==> config.mk <==
export PLATFORM = sky130hd
export DESIGN_NAME = alu_seq_flat
export DESIGN_NICKNAME = d
export VERILOG_FILES = /design/src/rtl/alu_pkg.sv /design/src/rtl/alu_seq_if.sv /design/src/rtl/alu_mul_seq.sv /design/src/rtl/alu_seq.sv /design/src/flat_wrapper.sv
export SDC_FILE = /design/constraint.sdc
export NUM_CORES = 1
export LEC_CHECK = 0
export CAP_MARGIN = 10
export CORE_AREA = 4 4 119 121
export CTS_BUF_LIST = sky130_fd_sc_hd__clkbuf_2 sky130_fd_sc_hd__clkbuf_4 sky130_fd_sc_hd__clkbuf_8
export DETAILED_ROUTE_END_ITERATION = 8
export DIE_AREA = 0 0 123 125
export GPL_ROUTABILITY_DRIVEN = 0
export PLACE_DENSITY = 0.63
export SETUP_SLACK_MARGIN = 0.3
export SLEW_MARGIN = 10
export SYNTH_ARGS = -nofsm -noshare
export SYNTH_HDL_FRONTEND = slang
export SYNTH_SLANG_ARGS = --single-unit
export TNS_END_PERCENT = 30
==> constraint.sdc <==
create_clock -name clk -period 3.2 [get_ports clk]
set_clock_uncertainty 0.15 [all_clocks]
set_input_delay 0.8 -clock clk [delete_from_list [all_inputs] [get_ports clk]]
set_output_delay 0.8 -clock clk [all_outputs]
set_load 0.1 [all_outputs]
==> src/rtl/alu_pkg.sv <==
// Shared opcode encodings and multiplier FSM state type for the sequential ALU.
package alu_pkg;

    localparam int unsigned OP_PASS = 0;
    localparam int unsigned OP_ADD  = 1;
    localparam int unsigned OP_SUB  = 2;
    localparam int unsigned OP_AND  = 3;
    localparam int unsigned OP_OR   = 4;
    localparam int unsigned OP_XOR  = 5;
    localparam int unsigned OP_NOT  = 6;
    localparam int unsigned OP_SHL  = 7;
    localparam int unsigned OP_SHR  = 8;
    localparam int unsigned OP_MUL  = 9;

    typedef enum logic {
        S_IDLE = 1'b0,
        S_MUL  = 1'b1
    } mul_state_e;

endpackage

==> src/rtl/alu_seq_if.sv <==
// ALU request/result bus.
//  master: drives operands, opcode and alu_ena; observes result, flags, busy, done.
//  slave : the ALU side.
interface alu_seq_if #(
    parameter int unsigned WIDTH = 8,
    parameter int unsigned OPW   = 4
) ();

    logic [WIDTH-1:0] data;
    logic [WIDTH-1:0] accum;
    logic [OPW-1:0]   opcode;
    logic             alu_ena;
    logic [WIDTH-1:0] alu_out;
    logic             zero;
    logic             carry;
    logic             neg;
    logic             busy;
    logic             done;

    modport master (
        output data, accum, opcode, alu_ena,
        input  alu_out, zero, carry, neg, busy, done
    );

    modport slave (
        input  data, accum, opcode, alu_ena,
        output alu_out, zero, carry, neg, busy, done
    );

endinterface

==> src/rtl/alu_mul_seq.sv <==
// Shift-add unsigned multiplier, one multiplier bit per cycle.
//  clk, rst   : clock, synchronous active-high reset (aborts a running multiply)
//  start      : load a/b and begin; honoured only while idle
//  a, b       : multiplicand / multiplier
//  busy       : multiply in progress
//  last_c     : final iteration happens at the coming edge
//  product_c  : full 2*WIDTH product, valid while last_c is high
module alu_mul_seq
    import alu_pkg::*;
#(
    parameter int unsigned WIDTH = 8
) (
    input  logic               clk,
    input  logic               rst,
    input  logic               start,
    input  logic [WIDTH-1:0]   a,
    input  logic [WIDTH-1:0]   b,
    output logic               busy,
    output logic               last_c,
    output logic [2*WIDTH-1:0] product_c
);

    localparam int unsigned CNT_W = $clog2(WIDTH) + 1;
    localparam int unsigned PW    = 2 * WIDTH;

    mul_state_e       state_q, state_d;
    logic [CNT_W-1:0] cnt_q, cnt_d;
    logic [PW-1:0]    mcand_q, mcand_d;
    logic [PW-1:0]    prod_q, prod_d;
    logic [WIDTH-1:0] mplier_q, mplier_d;

    // State and datapath registers.
    always_ff @(posedge clk) begin
        if (rst) begin
            state_q  <= S_IDLE;
            cnt_q    <= '0;
            mcand_q  <= '0;
            prod_q   <= '0;
            mplier_q <= '0;
        end else begin
            state_q  <= state_d;
            cnt_q    <= cnt_d;
            mcand_q  <= mcand_d;
            prod_q   <= prod_d;
            mplier_q <= mplier_d;
        end
    end

    // Next-state and iteration datapath.
    always_comb begin
        state_d  = state_q;
        cnt_d    = cnt_q;
        mcand_d  = mcand_q;
        prod_d   = prod_q;
        mplier_d = mplier_q;
        last_c   = 1'b0;
        case (state_q)
            S_IDLE: begin
                if (start) begin
                    state_d  = S_MUL;
                    cnt_d    = '0;
                    mcand_d  = PW'(a);
                    mplier_d = b;
                    prod_d   = '0;
                end
            end
            S_MUL: begin
                if (mplier_q[0]) begin
                    prod_d = prod_q + mcand_q;
                end
                mcand_d  = mcand_q << 1;
                mplier_d = mplier_q >> 1;
                cnt_d    = cnt_q + CNT_W'(1);
                if (cnt_q == CNT_W'(WIDTH - 1)) begin
                    last_c  = 1'b1;
                    state_d = S_IDLE;
                end
            end
            default: state_d = S_IDLE;
        endcase
        // Only meaningful with last_c: includes the final partial product.
        product_c = prod_d;
    end

    assign busy = (state_q == S_MUL);

endmodule

==> src/rtl/alu_seq.sv <==
// Accumulator ALU with registered result, zero/carry/negative flags and a
// multi-cycle multiply behind a start/busy/done handshake.
//  clk, rst : clock, synchronous active-high reset
//  bus      : slave side of alu_seq_if (operands, opcode, alu_ena in;
//             alu_out, zero, carry, neg, busy, done out)
module alu_seq
    import alu_pkg::*;
#(
    parameter int unsigned WIDTH = 8,
    parameter int unsigned OPW   = 4
) (
    input  logic       clk,
    input  logic       rst,
    alu_seq_if.slave   bus
);

    logic [WIDTH-1:0]   out_q;
    logic               zero_q, carry_q, neg_q, done_q;

    logic               mul_busy, mul_last_c;
    logic [2*WIDTH-1:0] product_c;

    logic               accept_c, op_mul_c;
    logic [WIDTH:0]     sum_c, diff_c;
    logic [WIDTH-1:0]   res_c;
    logic               cry_c, wr_c;
    logic [WIDTH-1:0]   wr_val_c;
    logic               wr_cry_c, wr_en_c, done_d_c;

    assign accept_c = bus.alu_ena && !mul_busy;
    assign op_mul_c = (bus.opcode == OPW'(OP_MUL));

    alu_mul_seq #(.WIDTH(WIDTH)) u_mul (
        .clk       (clk),
        .rst       (rst),
        .start     (accept_c && op_mul_c),
        .a         (bus.accum),
        .b         (bus.data),
        .busy      (mul_busy),
        .last_c    (mul_last_c),
        .product_c (product_c)
    );

    assign sum_c  = {1'b0, bus.accum} + {1'b0, bus.data};
    assign diff_c = {1'b0, bus.accum} - {1'b0, bus.data};

    // Single-cycle opcode decode; wr_c low for MUL and undefined opcodes.
    always_comb begin
        res_c = out_q;
        cry_c = 1'b0;
        wr_c  = 1'b1;
        case (bus.opcode)
            OPW'(OP_PASS): res_c = bus.data;
            OPW'(OP_ADD):  begin res_c = sum_c[WIDTH-1:0];  cry_c = sum_c[WIDTH];  end
            OPW'(OP_SUB):  begin res_c = diff_c[WIDTH-1:0]; cry_c = diff_c[WIDTH]; end
            OPW'(OP_AND):  res_c = bus.accum & bus.data;
            OPW'(OP_OR):   res_c = bus.accum | bus.data;
            OPW'(OP_XOR):  res_c = bus.accum ^ bus.data;
            OPW'(OP_NOT):  res_c = ~bus.accum;
            OPW'(OP_SHL):  begin res_c = {bus.accum[WIDTH-2:0], 1'b0}; cry_c = bus.accum[WIDTH-1]; end
            OPW'(OP_SHR):  begin res_c = {1'b0, bus.accum[WIDTH-1:1]}; cry_c = bus.accum[0]; end
            default:       wr_c = 1'b0;
        endcase
    end

    // Write-back select: multiply completion and accepts are mutually exclusive via busy.
    always_comb begin
        wr_en_c  = 1'b0;
        wr_val_c = product_c[WIDTH-1:0];
        wr_cry_c = |product_c[2*WIDTH-1:WIDTH];
        done_d_c = mul_last_c;
        if (mul_last_c) begin
            wr_en_c = 1'b1;
        end else if (accept_c && !op_mul_c) begin
            wr_en_c  = wr_c;
            wr_val_c = res_c;
            wr_cry_c = cry_c;
            done_d_c = 1'b1;
        end
    end

    // Result, flag and done registers.
    always_ff @(posedge clk) begin
        if (rst) begin
            out_q   <= '0;
            zero_q  <= 1'b1;
            carry_q <= 1'b0;
            neg_q   <= 1'b0;
            done_q  <= 1'b0;
        end else begin
            done_q <= done_d_c;
            if (wr_en_c) begin
                out_q   <= wr_val_c;
                zero_q  <= (wr_val_c == '0);
                carry_q <= wr_cry_c;
                neg_q   <= wr_val_c[WIDTH-1];
            end
        end
    end

    assign bus.alu_out = out_q;
    assign bus.zero    = zero_q;
    assign bus.carry   = carry_q;
    assign bus.neg     = neg_q;
    assign bus.done    = done_q;
    assign bus.busy    = mul_busy;

endmodule

==> src/flat_wrapper.sv <==
// flat-port wrapper written by rule: the top's interface ports become plain ports
module alu_seq_flat import alu_pkg::*;
#(
    parameter int unsigned WIDTH = 8,
    parameter int unsigned OPW   = 4
)
  (clk, rst, bus_data, bus_accum, bus_opcode, bus_alu_ena, bus_alu_out, bus_zero, bus_carry, bus_neg, bus_busy, bus_done);
  alu_seq_if #(.WIDTH(WIDTH), .OPW(OPW)) bus_i ();
  input  logic clk;
  input  logic rst;
  input wire logic [$bits(bus_i.data)-1:0] bus_data;
  input wire logic [$bits(bus_i.accum)-1:0] bus_accum;
  input wire logic [$bits(bus_i.opcode)-1:0] bus_opcode;
  input wire logic [$bits(bus_i.alu_ena)-1:0] bus_alu_ena;
  output wire logic [$bits(bus_i.alu_out)-1:0] bus_alu_out;
  output wire logic [$bits(bus_i.zero)-1:0] bus_zero;
  output wire logic [$bits(bus_i.carry)-1:0] bus_carry;
  output wire logic [$bits(bus_i.neg)-1:0] bus_neg;
  output wire logic [$bits(bus_i.busy)-1:0] bus_busy;
  output wire logic [$bits(bus_i.done)-1:0] bus_done;
  assign bus_i.data = bus_data;
  assign bus_i.accum = bus_accum;
  assign bus_i.opcode = bus_opcode;
  assign bus_i.alu_ena = bus_alu_ena;
  assign bus_alu_out = bus_i.alu_out;
  assign bus_zero = bus_i.zero;
  assign bus_carry = bus_i.carry;
  assign bus_neg = bus_i.neg;
  assign bus_busy = bus_i.busy;
  assign bus_done = bus_i.done;
  alu_seq #(.WIDTH(WIDTH), .OPW(OPW)) u_core (.clk(clk), .rst(rst), .bus(bus_i));
endmodule
==> results_dict.tcl, run 1 <==
set metrics [dict create \
    min_period_over_period_pct 93.6 \
    synth_most_common_cell "a21oi_1" \
    wl_per_cell_um 17.1 \
    fin_area_sq_mm 0.00610 \
    syn-cell-area_sq_mm 0.00449 \
    die_h_um 125 \
    cts_root_buffer "clkbuf_8" \
    powerDensity_mw_per_mm2 296 \
    clkSinkCount 56 \
    finalHoldViolCount 0 \
    clock.fmax_mhz 334 \
    portBuffers 35 \
    drtIter0Drc 424 \
    slew_headroom_pct 59.4 \
    synth-edff-count 0 \
    core_sq_mm 0.0131 \
    drtAntennaViolNets 0 \
    synthTopCellsByArea "dfxtp_1 (25%), ha_1 (11%), a21oi_1 (6.5%)" \
    maxCapViolations 0 \
    ios 36 \
    rsz0062_at_grt "yes" \
    drive_gt1_share_pct 29.3 \
    num_vias 4849 \
    synth_top_flop_cell "dfxtp_1" \
    path_max_fanout 4 \
    synth.ff_latch_count 56 \
    dr_wl_met3_um 894 \
    final_nets 764 \
    met1_length_um 6550 \
    worst_slew_pin_slew_ns 0.601 \
    yosysWarnings 0 \
    finalCriticalPeriod_ns 2.99 \
    initial_core_util_pct 34.3 \
    groute.usage.overall_pct 18.9 \
    drc_errors 0 \
    synth_nets 650 \
    grt_max_degree 33 \
    top_layer "met4" \
    dr_wl_met2_um 7000 \
    worstPathRequired_ns 3.29 \
    cts_tree "yes" \
    final-max-slew-violation-count 0 \
    grt_overflow 0 \
    end_kind "flip-flop" \
    fp.dieArea_sq_mm 0.0154 \
    synth.top_cell.area_share_pct 24.9 \
    hpwlAfterDp_um 11600 \
    clkLatencyLatePin_ns 0.32 \
    placed_area_sq_mm 0.00568 \
    syn_avg_cell_area_sq_um 7.70 \
    std_cell_rows 42 \
    wl_um 15000 \
    antenna_found_initial 0 \
    clk_transition_reported_paths_ns 0.10 \
    hp-class "flip-flop to flip-flop" \
    area_growth_pct 35.7 \
    synth_cell_type_count 73 \
    cts-buffers-inserted 5 \
    synth_commonest_cells "a21oi_1 (58), dfxtp_1 (56), nor2_1 (55)" \
    syn_inst 584 \
    ir_drop_uv 159 \
    yosysSeqAreaShare_pct 24.9 \
    vias_per_cell 5.54 \
    fillers 1285 \
    critPathKind "primary input to flip-flop" \
    die_w_um 123 \
    cts_hold_buffers 0 \
    synthArstFlopShare_pct 0 \
    synth_top_cell_by_area "dfxtp_1" \
    finalSetupTns_ns 0 \
    hold_ws_ns 0.319 \
    first_pass_iters 5 \
    run_status "complete, no violations" \
    diodes 0 \
    first_global_vias 4672 \
    h-tree-depth 2 \
    setup_viol 0 \
    start_kind "primary input" \
    grt_pass1_wl_um 23700 \
    crit_arrival_ns 3.08 \
    cts_buffer_depth 2 \
    power.leakage_uw 0.00256 \
]
[layout make-up]
class | count | area, sq um | share of cell area, %
clock buffers | 6 | 76.3 | 1.25
clock inverters | 2 | 38.8 | 0.636
inverters | 32 | 120 | 1.97
multi-input cells | 461 | 3360 | 55.1
flip-flops and latches | 56 | 1120 | 18.4
well taps | 176 | 220 | 3.61
repair buffers | 142 | 1160 | 19.0
[what timing repair did]
action	4_1_cts	5_1_grt
setup buffers	0	5
endpoints found under the setup margin	9	11
pin swaps	12	23
gates resized for setup	33	57
[kinds of logic after synthesis]
logic type / count (synthesis) / synth area share, %
multiplexers: 8 / 2.14
flip-flops: 56 / 24.9
AND/OR/NAND/NOR: 190 / 20.8
adder cells (fa/ha/maj): 43 / 12.5
AO/OA/AOI/OAI: 209 / 31.6
buffers and inverters: 67 / 5.93
XOR/XNOR: 11 / 2.14
[sequential cells by signal, summed over array words and instances, names as in the netlist]
name / flops
u_core.u_mul.mcand_q: 16
u_core.u_mul.busy: 1
u_core.bus.alu_out: 8
u_core.u_mul.mplier_q: 8
u_core.bus.done: 1
u_core.bus.zero: 1
u_core.u_mul.cnt_q: 4
u_core.bus.carry: 1
u_core.u_mul.prod_q: 16
[where the power goes]
part | internal, uW | switching (uW)
registers | 709 | 12.8
clock network | 246 | 245
logic | 256 | 336
[final timing paths]
| path | startpoint | end | slack, ns | cells after the start |
|---|---|---|---|---|
| worst max-delay path | bus_data[0] | u_core.bus.zero | 0.21 | 11 |
| worst min-delay path | u_core.u_mul.mplier_q[1] | u_core.u_mul.mplier_q[1] | 0.32 | 2 |
| worst max register to register | u_core.u_mul.mcand_q[0] | u_core.bus.carry | 0.41 | 11 |
| worst min register to register | u_core.u_mul.mplier_q[1] | u_core.u_mul.mplier_q[1] | 0.32 | 2 |
[cells in the final DEF, fill, tap and decap left out, types with 7 or more instances in the layout]
cell,instances
a211oi_1,9
a21o_1,10
a21oi_1,51
a21oi_2,7
a22oi_1,25
a31oi_1,8
buf_4,111
buf_6,9
clkdlybuf4s50_1,12
dfxtp_1,56
ha_1,32
inv_1,26
nand2_1,49
nand2b_1,7
nand3_1,15
nor2_1,53
nor2b_1,15
nor3_1,9
o21ai_0,28
[critical path, stage by stage]
cell and delay, ns:
buf_8 0.11, ha_4 0.16, fa_2 0.36, a21o_1 0.22, a21o_1 0.21, a221oi_2 0.31, a21oi_2 0.06, o32a_1 0.35
o21ai_2 0.16, nand4_1 0.11, o31ai_1 0.23
[per-stage QoR]
step	utilization (%)	instances	setup slack [ns]	power, uW
after floorplan	-	584	0.293	1030
after global placement	43.4	862	-0.534	1260
after detailed placement	43.4	862	-0.599	1260
after CTS	44.9	870	0.220	1770
after global routing	46.6	875	0.133	1870
final	46.6	875	0.206	1800
[metal layers]
metal  GRT usage (%)  vias to the layer above
met5               0                        -
met4            7.49                        0
met3            2.30                       36
met2            29.4                      172
met1            26.6                     2275
li1                -                     2366
Note: power is estimated with default switching activity, not from simulation.
==> run 2: changes to the inputs <==
- PLACE_DENSITY: 0.63 -> 0.6
- TNS_END_PERCENT: 30 -> not set
==> run 2 against run 1 <==
- register-to-register slack about the same
- worst setup slack improved by 0.14 ns
- power is 5.9% lower
- cell area fell by 1.4%
- worst hold slack lost 0.0070 ns
- first-iteration DRC count shrank 26%
- largest cell class unchanged
- die area unchanged
- global-route usage shrank 0.20 points
- sequential share of layout area is 0.26 points higher
- combinational power shrank 3%
- clock power decreased by 18%
==> results_dict.tcl, run 2 (same netlist as run 1, synthesis figures left out) <==
set metrics [dict create \
    run_status "complete, no violations" \
    cp_slowest_cell "fa_2" \
    groute.usage.overall_pct 18.7 \
    clk_transition_reported_paths_ns 0.10 \
    seq_power_share_pct 42.4 \
    reg_top3 "u_core.u_mul.mcand_q (16), u_core.u_mul.prod_q (16)" \
    grt_max_degree 41 \
    h-tree-depth 2 \
    ios 36 \
    portBuffers 35 \
    min_from "u_core.u_mul.mplier_q[6]" \
    ir_drop_uv 143 \
    hold_ws_ns 0.312 \
    fin_util_pct 46.0 \
    wl_um 14600 \
    die_h_um 125 \
    setup_viol 0 \
    drtIter0Drc 315 \
    rr_endpoint "u_core.bus.carry" \
    cts_buffer_depth 2 \
    dp.cells 854 \
    diodes 0 \
    drc_errors 0 \
    worst_slew_pin_slew_ns 0.731 \
    holdPathStages 2 \
    clock.fmax_mhz 350 \
    finalHoldViolCount 0 \
    final-max-slew-violation-count 0 \
    finalPower_uw 1700 \
    slew_headroom_pct 51.2 \
    grt_overflow 0 \
    crit_arrival_ns 2.94 \
    antenna_found_initial 0 \
    wl_per_cell_um 16.9 \
    area_growth_pct 33.8 \
    p_comb_share_pct 34.0 \
    hold_end "u_core.u_mul.mplier_q[6]" \
    powerDensity_mw_per_mm2 282 \
    first_pass_iters 5 \
    clkSinkCount 56 \
    num_vias 4766 \
    worstPathRequired_ns 3.28 \
    critical-path-max-stage-delay_ns 0.39 \
    end_kind "flip-flop" \
    fp.dieArea_sq_mm 0.0154 \
    first_global_vias 4637 \
    clkLatencyLatePin_ns 0.32 \
    die_w_um 123 \
    p_int_uw 1120 \
    drive_gt1_share_pct 28.5 \
    rrSetupSlack_ns 0.42 \
    path_max_fanout 3 \
    start_kind "primary input" \
    std_cell_rows 42 \
    path_buf_inv 1 \
    core_sq_mm 0.0131 \
    critPathTopFamily "compound AO/OA/AOI/OAI gates" \
    drtAntennaViolNets 0 \
    cts_tree "yes" \
    final_cell_mix "buf_4 (105), dfxtp_1 (56), nor2_1 (52)" \
    maxCapViolations 0 \
    vias_per_cell 5.52 \
    finalCriticalPeriod_ns 2.86 \
    power.leakage_uw 0.00253 \
    rsz0062_at_grt "yes" \
    initial_core_util_pct 34.3 \
    worstPathCellList "buf_8, ha_4, fa_2, a21o_1, a21o_1, a221oi_2, a21oi_2, o32a_1, o21ai_2, nand4_1, o31ai_1" \
    r2r-start "u_core.u_mul.mcand_q[4]" \
    cts_hold_buffers 0 \
    p_switching_uw 582 \
    r2r_cells 9 \
    pwr-share-clk_pct 23.6 \
    hp-class "flip-flop to flip-flop" \
    hpwlAfterDp_um 11500 \
    critPathKind "primary input to flip-flop" \
    fin_cells 864 \
    cts_root_buffer "clkbuf_8" \
    crit_path_frequent_cell "a21o_1" \
    final_common_cell "buf_4" \
    cts-buffers-inserted 5 \
    min_period_over_period_pct 89.3 \
    sw_frac_of_total_pct 34.3 \
    final_nets 753 \
    grt_pass1_wl_um 23400 \
]
-- run 2: repair_timing --
item	CTS	global route
buffers inserted	1	1
pin swaps	16	22
resized for setup	45	47
setup endpoints to repair	9	10
gates cloned	0	0
-- run 2: worst max path at each step --
stage,from,endpoint,slack [ns],cells past startpoint
6_report,bus_data[0],u_core.bus.zero,0.34,11
4_1_cts,bus_accum[4],u_core.bus.zero,0.29,13
3_5_place_dp,bus_accum[0],u_core.bus.zero,-0.50,12
2_1_floorplan,bus_accum[0],u_core.bus.zero,0.29,10
3_3_place_gp,bus_accum[0],u_core.bus.zero,-0.49,12
5_1_grt,u_core.u_mul.mcand_q[4],u_core.bus.carry,0.27,9
-- run 2: area by class of cell --
type | count | area [sq um]
well taps | 176 | 220
inverters | 32 | 120
fillers | 1277 | 7070
clock inverters | 2 | 16.3
repair buffers | 131 | 1080
flip-flops and latches | 56 | 1120
clock buffers | 6 | 76.3
multi-input cells | 461 | 3380
-- run 2: worst reg2reg max path, delay by kind of cell, from the launching register on --
| family | cells | cell delay, ns |
|---|---|---|
| compound gates | 6 | 1.25 |
| fa+ha+maj | 1 | 0.40 |
| flops | 1 | 0.36 |
| simple gates | 1 | 0.35 |
| xor+xnor | 1 | 0.17 |
-- run 2: metal layers --
metal | up-vias | share of wire [%] | track usage (%)
met4 | 0 | 2.8 | 6.91
met3 | 31 | 3.8 | 1.85
met1 | 2254 | 46 | 25.8
met2 | 138 | 48 | 30.2
met5 | - | 0 | 0
li1 | 2343 | - | -
-- run 2: stage by stage --
step                cell area (sq um)  worst slack [ns]  TNS, ns
floorplan                        4510             0.293        0
detailed placement               5620            -0.502    -3.12
global placement                 5620            -0.492    -2.85
CTS                              5830             0.293        0
global route                     6010             0.274        0
finish                           6010             0.344        0
-- run 2: power groups by stage --
stage                     clock network, uW  registers (uW)  logic [uW]
final                                   401             720         577
after global routing                    440             722         617
after CTS                               415             720         542
after detailed placement                  0             736         518
after global placement                    0             736         511
after floorplan                           0             798         237
==> run 3: changes to the inputs <==
- CORE_AREA: 4 4 119 121 -> 4 4 91 93
- DIE_AREA: 0 0 123 125 -> 0 0 95 97
- PLACE_DENSITY: 0.6 -> 0.9
==> run 3 against run 2 <==
- core utilization rose by 33 points
- register-to-register slack got worse by 0.10 ns
- worst hold slack improved by 0.0019 ns
- non-clock buffer count rose by 2
- power rose by 2.1%
- first-iteration DRC count rose by 130%
- worst setup slack got worse by 0.26 ns
- clock power barely moved
==> results_dict.tcl, run 3 (same netlist as run 1, synthesis figures left out) <==
set metrics [dict create \
    cts_buffer_depth 2 \
    drive_gt1_share_pct 29.0 \
    run_status "complete, no violations" \
    hpwlAfterDp_um 11300 \
    die_h_um 97 \
    vias_per_cell 6.88 \
    maxCapViolations 0 \
    cts_root_buffer "clkbuf_8" \
    globalRouteMet2Util_pct 54.6 \
    powerDensity_mw_per_mm2 293 \
    std_cell_rows 32 \
    drc_errors 0 \
    finalHoldViolCount 0 \
    cp.depth 12 \
    slew_headroom_pct 53.9 \
    fillers 493 \
    fin_cells 792 \
    clkLatencyLatePin_ns 0.31 \
    dp.cells 780 \
    hp-class "flip-flop to flip-flop" \
    drtIter0Drc 736 \
    finalCriticalPeriod_ns 3.12 \
    first_global_vias 5093 \
    groute.usage.overall_pct 33.4 \
    reg_top3 "u_core.u_mul.mcand_q (16), u_core.u_mul.prod_q (16)" \
    initial_core_util_pct 59.7 \
    fin_util_pct 78.6 \
    ios 36 \
    fp.dieArea_sq_mm 0.00922 \
    r2r-start "u_core.u_mul.prod_q[0]" \
    start_kind "primary input" \
    clkSinkCount 56 \
    rsz0062_at_grt "yes" \
    wl_um 16600 \
    cts_tree "yes" \
    final_nets 755 \
    ir_drop_uv 249 \
    rrSetupSlack_ns 0.32 \
    clk_transition_reported_paths_ns 0.11 \
    cts-buffers-inserted 5 \
    final_cell_mix "buf_4 (106), dfxtp_1 (56), a21oi_1 (52), nor2_1 (52), nand2_1 (49)" \
    grt_overflow 0 \
    placed_area_sq_mm 0.00554 \
    grtUsageMet3_pct 5.68 \
    core_sq_mm 0.00753 \
    min_period_over_period_pct 97.4 \
    grt_pass1_wl_um 24800 \
    antenna_found_initial 0 \
    crit_end "u_core.bus.zero" \
    cts_hold_buffers 0 \
    grt_max_degree 29 \
    fin_area_sq_mm 0.00592 \
    setup_viol 0 \
    path_buf_inv 2 \
    final-max-slew-violation-count 0 \
    r2r_cells 12 \
    place_ws_ns -0.484 \
    layout_setup_ws_ns 0.0828 \
    startpoint "bus_accum[0]" \
    diodes 0 \
    drtAntennaViolNets 0 \
    first_pass_iters 6 \
    final_common_cell "buf_4" \
    crit_arrival_ns 3.20 \
    h-tree-depth 2 \
    seq_area_sq_mm 0.00112 \
    cp_slowest_cell "fa_2" \
    end_kind "flip-flop" \
    area_growth_pct 31.7 \
    multi_input_area_sq_mm 0.00338 \
    die_w_um 95 \
    worstPathCellList "buf_6, buf_6, ha_4, fa_2, a21o_1, a21o_1, a221oi_2, a21oi_2, o32a_1, o21ai_2, nand4_1, o31ai_2" \
    rr_endpoint "u_core.bus.alu_out[6]" \
    worst_slew_pin_slew_ns 0.690 \
    clock.fmax_mhz 321 \
    portBuffers 35 \
    wl_per_cell_um 20.9 \
    worstPathRequired_ns 3.28 \
    met1_usage_pct 40.8 \
    path_max_fanout 2 \
    critical-path-max-stage-delay_ns 0.36 \
    busiest_layer "met2" \
    critPathKind "primary input to flip-flop" \
    critPathTopFamily "compound AO/OA/AOI/OAI gates" \
    power.leakage_uw 0.00249 \
    num_vias 5448 \
]
## run 3: cell types whose count changed in the layout (fill, tap and decap cells not counted), moves of 3 or more
cell	delta
a21oi_2	-3
clkdlybuf4s50_1	+5
dlymetal6s2s_1	-5
ha_2	+3
## run 3: how the worst min path moves through the flow
stage          slack, ns                     start                       end  cells after the start
5_1_grt             0.35  u_core.u_mul.mplier_q[1]  u_core.u_mul.mplier_q[1]                      2
3_3_place_gp        0.29  u_core.u_mul.mplier_q[1]  u_core.u_mul.mplier_q[1]                      2
4_1_cts             0.31  u_core.u_mul.mplier_q[2]  u_core.u_mul.mplier_q[2]                      2
3_5_place_dp        0.30  u_core.u_mul.mplier_q[2]  u_core.u_mul.mplier_q[2]                      2
2_1_floorplan       0.28  u_core.u_mul.mplier_q[1]  u_core.u_mul.mplier_q[1]                      2
6_report            0.31  u_core.u_mul.mplier_q[1]  u_core.u_mul.mplier_q[1]                      2
## run 3: area by class of cell
| class | count | share of cell area, % |
|---|---|---|
| flip-flops and latches | 56 | 18.9 |
| repair buffers | 133 | 18.2 |
| clock buffers | 5 | 1.16 |
| well taps | 102 | 2.16 |
| multi-input cells | 461 | 57.2 |
| inverters | 32 | 2.03 |
| clock inverters | 3 | 0.359 |
## run 3: per-layer routing
layer / up-vias / routed length, um
met4: 0 / 1340
met2: 491 / 7660
li1: 2340 / -
met5: - / 0
met1: 2456 / 5760
met3: 161 / 1830
## run 3: what timing repair did
action                     in CTS  in global routing
pin swaps                      12                 23
setup endpoints to repair       8                 10
hold endpoints to repair        0                  0
gates resized for setup        45                 43
buffers inserted                2                  2
## run 3: worst min-delay path: stages, from the launching register on
cell and delay [ns]:
dfxtp_1 0.33, nand2_1 0.05, a21oi_1 0.05
## run 3: stage by stage
stage	setup TNS, ns	hold slack, ns	power (uW)
after CTS	0	0.312	1670
after floorplan	0	0.282	1030
final	0	0.314	1730
after global routing	0	0.348	1790
after detailed placement	-2.70	0.297	1260
after global placement	-2.00	0.290	1240
## run 3: power breakdown
part / total (uW) / leakage (uW) / internal, uW / switching, uW
registers: 721 / 0.000453 / 709 / 11.8
logic: 610 / 0.00200 / 249 / 361
clock network: 403 / 0.0000445 / 156 / 247
==> RTL change 1, RTL diff (flow settings as in run 3) <==
`WIDTH` is set to 8 in 4 places; all go to 4.
--- a/src/rtl/alu_seq_if.sv
+++ b/src/rtl/alu_seq_if.sv
@@ -2,7 +2,7 @@
 //  master: drives operands, opcode and alu_ena; observes result, flags, busy, done.
 //  slave : the ALU side.
 interface alu_seq_if #(
-    parameter int unsigned WIDTH = 8,
+    parameter int unsigned WIDTH = 4,
     parameter int unsigned OPW   = 4
 ) ();
 
--- a/src/rtl/alu_mul_seq.sv
+++ b/src/rtl/alu_mul_seq.sv
@@ -8,7 +8,7 @@
 module alu_mul_seq
     import alu_pkg::*;
 #(
-    parameter int unsigned WIDTH = 8
+    parameter int unsigned WIDTH = 4
 ) (
     input  logic               clk,
     input  logic               rst,
--- a/src/rtl/alu_seq.sv
+++ b/src/rtl/alu_seq.sv
@@ -6,7 +6,7 @@
 module alu_seq
     import alu_pkg::*;
 #(
-    parameter int unsigned WIDTH = 8,
+    parameter int unsigned WIDTH = 4,
     parameter int unsigned OPW   = 4
 ) (
     input  logic       clk,
--- a/src/flat_wrapper.sv
+++ b/src/flat_wrapper.sv
@@ -1,7 +1,7 @@
 // flat-port wrapper written by rule: the top's interface ports become plain ports
 module alu_seq_flat import alu_pkg::*;
 #(
-    parameter int unsigned WIDTH = 8,
+    parameter int unsigned WIDTH = 4,
     parameter int unsigned OPW   = 4
 )
   (clk, rst, bus_data, bus_accum, bus_opcode, bus_alu_ena, bus_alu_out, bus_zero, bus_carry, bus_neg, bus_busy, bus_done);
Ports: changed (resized bus_accum, bus_alu_out and bus_data); port bits go from 36 to 24. The function was not compared with the original's and may differ.
==> RTL change 1 against run 3 <==
  * Synthesized area down 44%
  * Wire length decreased by 59%
  * Cell count decreased by 43%
  * Global-route usage is 19 points lower
  * Total power is 34% lower
  * Critical path type unchanged
  * Cell area shrank 47%
  * Worst hold slack worse by 0.00055 ns
  * Sequential cell count shrank 25
  * Setup slack improved by 0.29 ns
==> RTL change 1: results (changes against run 3) <==
| Metric | Value |
|---|---|
| Met2 usage | `24.5% (-30 points)` |
| Fillers | `737 (+49%)` |
| Fraction of final layout cells sized beyond drive strength 1 | `17.8% (-11 points)` |
| Synth unique cells | `64 (-12%)` |
| DP HPWL | `5.22 mm (-54%)` |
| Status | `finished, final reports clean` |
| Logic inverters | `21 (-34%)` |
| H-tree depth | `2 (unchanged)` |
| Peak VDD IR | `0.150 mV (-40%)` |
| Clk_lat worst skew | `0.29 ns (-0.02 ns)` |
| Worst-path clk slew | `0.08 ns (-0.03 ns)` |
| Overall routing resource usage | `14.5% (-19 points)` |
| Wire per inst | `15.1 um (-28%)` |
| Multi-input gate area | `1760 um^2 (-48%)` |
| Highest clock rate | `354 MHz (+10%)` |
| First DRT Iteration DRCs | `251 (-66%)` |
| Synth Warn # | `0 (unchanged)` |
| Combinational share of power | `23.6% (-12 points)` |
| Seq/Total Area, Yosys | `24.5% (-0.41 points)` |
| Bufs w/o clock | `46 (-65%)` |
| Slew margin rel. | `63.7% (+9.9 points)` |
| Area after DPL | `2950 um^2 (-47%)` |
| R2R Setup Slk | `0.54 ns (+0.22 ns)` |
| DR vias | `2543 (-53%)` |
| First-pass GRT wire length | `11.2 mm (-55%)` |
| CP max FO | `5 (+3)` |
| Hold Crit Class | `flip-flop to flip-flop` |
| Grt met1 use | `18.6% (-22 points)` |
| FF+latch area | `621 um^2 (-45%)` |
| Met3 Use GR | `1.48% (-4.2 points)` |
| Multi-input gates | `242 (-48%)` |
| TritonCTS Buffers | `5 (unchanged)` |
| Pre-Repair DR Iteration Count | `6 (unchanged)` |
| Bufs on Longest Clock Path | `2 (unchanged)` |
| # Taps | `102 (unchanged)` |
| Int Power | `815 uW (-27%)` |
| Pin count of the biggest net entering global routing | `27 (-6.9%)` |
| Total Nets Final | `386 (-49%)` |
| Top flop regs | `u_core.u_mul.mcand_q: 8 flops, u_core.u_mul.prod_q: 8 flops` |
| Syn_nets | `350 (-46%)` |
| Synth top cells by count | `a21oi_1, dfxtp_1, nand2_1` |
| Number of global-route vias before repair | `2411 (-53%)` |
| Top cells by area, synth | `dfxtp_1, ha_1, a21oi_1, nand2_1, inv_1` |
| CTS root buf | `clkbuf_8` |
| # port buffers | `23 (-34%)` |
| Final-layout clock buffer total | `6 (+1)` |
| Yosys reg bits | `31 (-45%)` |
| Non-clock buffering overhead | `12.6% (-5.6 points)` |
| Clk cell area share | `4.38% (+2.9 points)` |
| Final setup vio count | `0 (unchanged)` |
| Static Leak | `0.00125 uW (-50%)` |
| Number of synthesized flops with an enable pin | `0 (unchanged)` |
| CP Data Arrival Time | `2.87 ns (-0.33 ns)` |
## RTL change 1: cell types whose count changed in the layout (fill, tap and decap cells not counted), sizes merged, moves of 6 or more
cell | before | now
nand2 | 50 | 25
a22oi | 25 | 7
a21o | 10 | 4
buf | 114 | 32
nor2b | 17 | 5
a211oi | 13 | 5
nor2 | 56 | 23
ha | 40 | 21
o21ai | 30 | 14
a21oi | 59 | 32
dfxtp | 56 | 31
inv | 33 | 21
## RTL change 1: critical path, stage by stage
cell	delay [ns]
clkdlybuf4s50_1	0.52
inv_2	0.10
ha_1	0.33
a21o_1	0.20
a21oi_2	0.14
xnor2_1	0.09
a221oi_2	0.29
o21ai_2	0.10
o41ai_2	0.31
## RTL change 1: repair_timing
| action | 4_1_cts | 5_1_grt |
|---|---|---|
| resized for setup | 3 | 7 |
| pin swaps | 1 | 3 |
| setup buffers | 0 | 0 |
| endpoints found under the setup margin | 2 | 5 |
| gates cloned | 0 | 0 |
## RTL change 1: worst paths after layout
kind / start / end / cells past startpoint
worst max-delay path: bus_data[1] / u_core.bus.zero / 9
worst min-delay path: u_core.u_mul.mplier_q[1] / u_core.u_mul.mplier_q[1] / 2
worst max register to register: u_core.u_mul.prod_q[0] / u_core.bus.carry / 9
worst min register to register: u_core.u_mul.mplier_q[1] / u_core.u_mul.mplier_q[1] / 2
## RTL change 1: metrics by stage
| stage | std cells | utilization, % | hold WS [ns] | worst slack, ns | power (uW) |
|---|---|---|---|---|---|
| 6_report | 450 | 41.4 | 0.313 | 0.377 | 1140 |
| 5_1_grt | 450 | 41.4 | 0.353 | 0.316 | 1180 |
| 4_1_cts | 450 | 41.0 | 0.314 | 0.282 | 1140 |
| 3_5_place_dp | 442 | 39.2 | 0.304 | -0.0976 | 671 |
| 3_3_place_gp | 442 | 39.2 | 0.294 | 0.0643 | 662 |
| 2_1_floorplan | 311 | - | 0.287 | 0.644 | 586 |
## RTL change 1: power groups by stage
stage          clock network [uW]  logic (uW)  registers, uW
3_5_place_dp                    0         262            409
6_report                      471         270            401
3_3_place_gp                    0         254            409
4_1_cts                       475         262            400
5_1_grt                       492         286            401
2_1_floorplan                   0         132            453
## RTL change 1: metal layers
layer	up-vias	wire length (um)
met5	-	0
met4	0	134
met3	14	432
met2	121	3500
met1	1198	2730
li1	1210	-
## RTL change 1: logic make-up after synthesis
logic type | Yosys count | synth area share, %
xor gates and xnor gates | 5 | 1.73
buffers and inverters | 38 | 7.02
and+or+nand+nor | 106 | 22.9
muxes | 7 | 2.92
AOI/OAI and AO/OA | 100 | 28.1
adders and majority gates | 24 | 12.8
DFF | 31 | 24.5
==> RTL change 2, RTL diff (config.mk and constraints of run 3) <==
Without the edit above. Make the reset (`rst`) asynchronous in 2 clocked blocks. Comments in the files are not updated.
--- a/src/rtl/alu_mul_seq.sv
+++ b/src/rtl/alu_mul_seq.sv
@@ -30,7 +30,7 @@
     logic [WIDTH-1:0] mplier_q, mplier_d;
 
     // State and datapath registers.
-    always_ff @(posedge clk) begin
+    always_ff @(posedge clk or posedge rst) begin
         if (rst) begin
             state_q  <= S_IDLE;
             cnt_q    <= '0;
--- a/src/rtl/alu_seq.sv
+++ b/src/rtl/alu_seq.sv
@@ -80,7 +80,7 @@
     end
 
     // Result, flag and done registers.
-    always_ff @(posedge clk) begin
+    always_ff @(posedge clk or posedge rst) begin
         if (rst) begin
             out_q   <= '0;
             zero_q  <= 1'b1;
Formal check against the unedited RTL: differs if rst is asserted again (counterexample within 4 cycles, from zero or initial values and one cycle with rst high); with rst held inactive, the same outputs for 4 cycles.
==> RTL change 2 against run 3 <==
  * The flow now stops in 5_1_grt
  * Synthesized area up 5.0%
==> RTL change 2: results (changes against run 3) <==
| Metric | Value |
|---|---|
| Status | `stopped before the end` |
| Exit stage | `5_1_grt` |
| Err | `[ERROR GRT-0232] Routing congestion too high. Check the congestion heatmap in the GUI.` |
| Syn_nets | `636 (-2.2%)` |
| Synth unique cells | `72 (-1.4%)` |
| H-tree depth | `2 (unchanged)` |
| Seq/Total Area, Yosys | `29.7% (+4.8 points)` |
| Cell total after placement | `765 (-1.9%)` |
| Yosys reg bits | `56 (unchanged)` |
| Top cells by area, synth | `dfrtp_1, ha_1, nand2_1, o21ai_0, a21oi_1` |
| TritonCTS Buffers | `5 (unchanged)` |
| Worst EP Category | `register input` |
| DP HPWL | `11.4 mm (+0.82%)` |
| Synth Area in Adders | `11.9% (-0.59 points)` |
| Post-Synth XOR/XNOR Area | `2.23% (+0.084 points)` |
| Async set-reset flop share out of synthesis | `100% (+100 points)` |
| CTS root buf | `clkbuf_8` |
| Multiplexer share of the synthesized area | `4.11% (+2.0 points)` |
| Place WS | `-0.604 ns (-0.119 ns)` |
| GR Overflow Total | `4` |
| Bufs on Longest Clock Path | `2 (unchanged)` |
| Synth Warn # | `0 (unchanged)` |
| Syn Inst Count | `570 (-2.4%)` |
| Pin count of the biggest net entering global routing | `40` |
| Overall routing resource usage | `roughly three fifths` |
| Synth top cells by count | `nand2_1, dfrtp_1, ha_1` |
| Post-synthesis compound-gate area fraction | `25.4% (-6.2 points)` |
| GR repair worst EP | `u_core.bus.carry$_DFFE_PP0P_/D` |
| # port buffers | `35 (unchanged)` |
## RTL change 2: cell types whose count changed after synthesis, moves of 10 or more
cell            run 3  this run
a21oi_1            58        30
a22oi_1            25        15
dfrtp_1             0        55
dfxtp_1            56         0
nand2_1            49        77
nor2_1             55        27
nor3_1             10        20
o21ai_0            29        39
## RTL change 2: routing by layer
metal / global-route usage (%) / GRT overflow
met1: 63.8 / 0
met5: 20.8 / 0
met2: 75.3 / 3
met4: 55.0 / 1
met3: 46.9 / 0
## RTL change 2: stage by stage
step / util (%) / area, um^2
floorplan: - / 4720
global placement: 76.0 / 5720
detailed placement: 76.0 / 5720
CTS: 83.3 / 6270
## RTL change 2: repair_timing
action | CTS
hold buffers | 0
buffers inserted | 12
gates resized for setup | 105
setup endpoints to repair | 9
gates cloned | 2
pin swaps | 30
